--- src/rtl/instr_sequencer_pkg.sv ---
// instr_sequencer_pkg: shared encodings for the multi-cycle sequencer and its decoder.
package instr_sequencer_pkg;
    localparam logic [1:0] PC_NORMAL   = 2'd0;
    localparam logic [1:0] PCSET_STEP  = 2'd1;
    localparam logic [1:0] PCSET_REF   = 2'd2;
    localparam logic [1:0] REGSRC_ALU  = 2'd0;
    localparam logic [1:0] REGSRC_LOAD = 2'd1;
    localparam logic [1:0] REGSRC_PC   = 2'd2;
    localparam logic       MEMSEL_PC   = 1'b0;
    localparam logic       MEMSEL_ALU  = 1'b1;
    typedef enum logic [2:0] {
        SEQ_IDLE   = 3'd0,
        SEQ_FETCH  = 3'd1,
        SEQ_DECODE = 3'd2,
        SEQ_EXEC   = 3'd3,
        SEQ_MEM    = 3'd4,
        SEQ_WB     = 3'd5,
        SEQ_HALT   = 3'd6,
        SEQ_FAULT  = 3'd7
    } seq_state_e;
endpackage

--- src/rtl/instr_sequencer_mem_wait_timer.sv ---
// mem_wait_timer: counts unacknowledged request cycles; expired flags the cycle that would reach TIMEOUT.
module mem_wait_timer #(
    parameter int unsigned TIMEOUT = 16
) (
    input  logic clk,
    input  logic clear,
    input  logic waiting,
    output logic expired
);
    localparam int W = TIMEOUT > 1 ? $clog2(TIMEOUT + 1) : 1;
    logic [W-1:0] cnt_q, cnt_d;
    always_ff @(posedge clk) begin
        cnt_q <= cnt_d;
    end
    // an ack in the final cycle drops waiting, so the ack wins over expiry
    always_comb begin
        expired = (TIMEOUT != 0) && waiting && (cnt_q == W'(TIMEOUT - 1));
        cnt_d   = clear ? '0 : waiting ? cnt_q + W'(1) : cnt_q;
    end
endmodule

--- src/rtl/instr_sequencer.sv ---
// instr_sequencer: FETCH/DECODE/EXEC/MEM/WB control for the single-port datapath.
// Strobes are decoded from the state and the live decoder inputs; only state, wait count and retire count are registered.
module instr_sequencer
    import instr_sequencer_pkg::*;
#(
    parameter int unsigned TIMEOUT = 16,
    parameter int          CNT_W   = 32
) (
    input  logic             clk,
    input  logic             reset,
    input  logic             run,
    input  logic             halt_req,
    input  logic [1:0]       pcconfig,
    input  logic             ramconfig,
    input  logic             regbankconfig,
    input  logic [1:0]       regsource,
    input  logic             branch_cond,
    input  logic             mem_ack,
    output logic             mem_req,
    output logic             mem_we,
    output logic             mem_addr_sel,
    output logic             ir_load,
    output logic             pc_load,
    output logic [1:0]       pc_sel,
    output logic             reg_we,
    output logic             busy,
    output logic             halted,
    output logic             fault,
    output logic [2:0]       state,
    output logic [CNT_W-1:0] retired_count
);
    seq_state_e       state_q, state_d;
    logic [CNT_W-1:0] retired_q, retired_d;
    logic             in_fetch, in_mem, in_wb;
    logic             waiting, expired, tmr_clear;
    always_ff @(posedge clk) begin
        if (reset) begin
            state_q   <= SEQ_IDLE;
            retired_q <= '0;
        end else begin
            state_q   <= state_d;
            retired_q <= retired_d;
        end
    end
    always_comb begin
        state_d = state_q;
        case (state_q)
            SEQ_IDLE:   state_d = run ? SEQ_FETCH : SEQ_IDLE;
            SEQ_FETCH:  state_d = mem_ack ? SEQ_DECODE : expired ? SEQ_FAULT : SEQ_FETCH;
            SEQ_DECODE: state_d = halt_req ? SEQ_HALT : SEQ_EXEC;
            SEQ_EXEC:   state_d = (ramconfig || regsource == REGSRC_LOAD) ? SEQ_MEM : SEQ_WB;
            SEQ_MEM:    state_d = !mem_ack ? (expired ? SEQ_FAULT : SEQ_MEM)
                                : !ramconfig ? SEQ_WB : run ? SEQ_FETCH : SEQ_IDLE;
            SEQ_WB:     state_d = run ? SEQ_FETCH : SEQ_IDLE;
            default:    state_d = state_q;
        endcase
    end
    // reset masks every strobe so a pending request is dropped in the reset cycle itself
    always_comb begin
        in_fetch     = !reset && state_q == SEQ_FETCH;
        in_mem       = !reset && state_q == SEQ_MEM;
        in_wb        = !reset && state_q == SEQ_WB;
        mem_req      = in_fetch || in_mem;
        mem_we       = in_mem && ramconfig;
        mem_addr_sel = in_mem ? MEMSEL_ALU : MEMSEL_PC;
        ir_load      = in_fetch && mem_ack;
        pc_load      = in_wb || (in_mem && mem_ack && ramconfig);
        pc_sel       = (!in_wb || (pcconfig == PCSET_STEP && !branch_cond)) ? PC_NORMAL : pcconfig;
        reg_we       = in_wb && regbankconfig;
        retired_d    = retired_q + CNT_W'(pc_load);
        waiting      = mem_req && !mem_ack;
        tmr_clear    = reset || mem_ack
                    || (state_d != state_q && (state_d == SEQ_FETCH || state_d == SEQ_MEM));
    end
    mem_wait_timer #(.TIMEOUT(TIMEOUT)) u_timer (
        .clk     (clk),
        .clear   (tmr_clear),
        .waiting (waiting),
        .expired (expired)
    );
    assign busy          = !(state_q inside {SEQ_IDLE, SEQ_HALT, SEQ_FAULT});
    assign halted        = state_q == SEQ_HALT;
    assign fault         = state_q == SEQ_FAULT;
    assign state         = state_q;
    assign retired_count = retired_q;
endmodule

--- config.mk ---
export PLATFORM = sky130hd
export DESIGN_NAME = instr_sequencer
export DESIGN_NICKNAME = d
export VERILOG_FILES = /design/src/rtl/instr_sequencer_pkg.sv /design/src/rtl/instr_sequencer_mem_wait_timer.sv /design/src/rtl/instr_sequencer.sv
export SDC_FILE = /design/constraint.sdc
export NUM_CORES = 1
export LEC_CHECK = 0
export ABC_AREA = 1
export CORE_MARGIN = 1
export CORE_UTILIZATION = 45
export CTS_CLUSTER_DIAMETER = 200
export DETAILED_ROUTE_END_ITERATION = 6
export PLACE_DENSITY_LB_ADDON = 0.2
export SLEW_MARGIN = 30
export SYNTH_ARGS = -nofsm -noshare
export SYNTH_HDL_FRONTEND = slang
export SYNTH_HIERARCHICAL = 1
export SYNTH_SLANG_ARGS = --single-unit
--- constraint.sdc ---
create_clock -name clk -period 2.3 [get_ports clk]
set_input_delay 0.46 -clock clk [delete_from_list [all_inputs] [get_ports clk]]
set_output_delay 0.46 -clock clk [all_outputs]
set_load 0.01 [all_outputs]
==> metrics.cfg <==
[synth]
synth_flop_cell = dfxtp_1
syn_inst = 384
synth_cell_types = 30
synthAdderAreaFrac_pct = 2.07
synth-seq-cells = 40
yosys_warnings = 6
synth_compound_area_share_pct = 11.9
synth_mux_area_share_pct = 0
synth_top_family_by_area = simple AND/OR/NAND/NOR gates
synthArstFlopShare_pct = 0
ys_seq_area_share_pct = 33.2
avgSynthCellArea_sq_um = 6.29
synth-xor-area-share_pct = 1.09
syn_nets = 400
synth_edf_count = 0
yosys.area_share.simple_pct = 41.0
netlist_area_sq_mm = 0.00241

[clock_tree]
clkSinkCount = 40
cts_buffer_depth = 2
cts_buffers = 5
clk_pin_slew_ns = 0.08
ctsHtreeMaxLevel = 2
postCtsHoldBufs = 0
clock_latency_ns = 0.31
cts_tree = done
root_buffer = clkbuf_8

[place]
place_hpwl_mm = 5.55
place_ws_ns = -0.502
place.gp.congestion = 0.954
port_buffers = 57

[critical_path]
critPathRequiredTime_ns = 1.84
r2r_start = state[2]
cp.arrival_ns = 1.70
worst_setup_path_startpoint = state[2]
crit_top_cell = nor2_4
path_max_fanout = 4
criticalPathCategory = flop to output port
cp_cell_sequence = inv_2 -> nor2_4 -> nand2_2 -> nor2_4 -> buf_4 -> clkdlybuf4s50_1
critPathLaunchType = flop
cp_slowest_cell = clkdlybuf4s50_1
slowest_delay_ns = 0.52
endpoint_kind = output port
reg2reg_slack_ns = 0.16

[finish]
final_common_cell = nand2_1
mostFrequentLayoutCells = nand2_1 (96), nor2_1 (54), clkdlybuf4s50_1 (48)
drive_above_1_share_pct = 18.7
num_antenna_cells = 0
final_nets = 496
syn_to_final_growth_pct = 45.9
utilization_pct = 68.5

[global_route]
grt_pass1_vias = 2477
track_usage_pct = 25.5
grt_start_max_net_pins = 25
antenna_found_initial = 0
overflow = 0
grt_first_pass_wirelength_mm = 10.8

[timing]
hold_viol = 0
setup_ws_ns = 0.143
drv_slew = 0
setup_viol = 0
hold_ws_ns = 0.484
fin_crit_sh_pct = 93.8
tightest_slew_ns = 0.358
relSlewSlack_pct = 76.0
clock-skew-final_ns = 0.0171
fin_tns_setup_ns = 0
max_freq_ghz = 0.464
final.min_clock_period_ns = 2.16

[drt]
vias_per_cell = 5.02
wl_mm = 7.06
dr.pass1.iters = 4
num_vias = 2765
drt_iter0_drc = 171
drcViolationCount = 0
wl_per_cell_um = 12.8
drtAntennaViolNets = 0

[floorplan]
core_sq_mm = 0.00514
fp.dieW_um = 75.2
io_pins = 58
start_util_pct = 47.0
rows = 26
dieHeight_um = 75.2
die-area_sq_mm = 0.00566

[run]
maxCapViolCount = 0

[hold_path]
worstHoldPathType = flop to flop
hold_start = retired_count[31]

[pwr]
power.density_mw_per_mm2 = 437
cellLeakagePower_uw = 0.00141
power_uw = 1540
vdd_drop_max_v = 0.000389

[status]
status = complete, no violations

## cell type report
type                       count  area, sq um
inverter                      55          206
multi-input combinational    282         1450
clock inverter                 3         46.3
sequential                    40          808
timing repair buffer          96          856
tap                           70         87.6
fill                         512         1620
clock buffer                   5         68.8
## worst paths after layout
| kind | end | depth (start not counted) |
|---|---|---|
| setup / recovery | mem_addr_sel | 6 |
| hold / removal | retired_count[31] | 2 |
| setup reg to reg | retired_count[30] | 15 |
| hold reg to reg | retired_count[31] | 2 |
## critical path: cells and delay by family (launching register included)
kind                   cells  cell delay (ns)
buffers and inverters      3             0.68
AND/OR/NAND/NOR            3             0.34
flip-flops                 1             0.37
## cells by family after synthesis
kind of cell	after synthesis
compound gates	55
flops	40
simple gates	220
buf+inv	62
fa+ha+maj	4
xor+xnor	3
## sequential cells by signal, summed over array words and instances (netlist names)
| register | cells |
|---|---|
| u_timer/cnt_q | 5 |
| state | 3 |
| retired_count | 32 |
## synthesized netlist by cell type (all sizes together) (2+ instances only)
cell type	number	area [sq um]
a21oi	33	165
buf	4	32.5
clkbuf	3	21.3
dfxtp	40	801
ha	4	50.1
inv	55	206
nand2	103	407
nand3	16	80.1
nand3b	3	26.3
nand4	7	43.8
nor2	66	270
nor3	12	80.1
o21ai	17	85.1
o31ai	3	22.5
or2	12	75.1
xor2	2	17.5
## power breakdown
group | leakage [uW] | internal [uW] | switching [uW]
Sequential | 0.000324 | 699 | 10.4
Clock | 0.0000548 | 327 | 281
Combinational | 0.00103 | 107 | 113
## per-layer routing
layer  wire length [um]  vias to the layer above  part of all wire [%]  GRT usage [%]
met5                  0                        -                     0              0
met4                197                        0                   2.8           9.26
met3                407                       21                   5.8           5.62
met2               3560                       92                    50           46.5
met1               2900                     1242                    41           29.2
li1                   -                     1410                     -              -
## repair_timing
item                       in CTS  in global routing
pin swaps                       0                  4
setup buffers                   0                  1
gates resized for setup        11                 16
setup endpoints to repair      32                 17
## through the flow
stage               std cells  area (sq um)
detailed placement        542          3360
CTS                       550          3470
floorplan                 384          2480
finish                    551          3520
global route              551          3520
global placement          542          3360
Note: power is estimated with default switching activity, not from simulation.
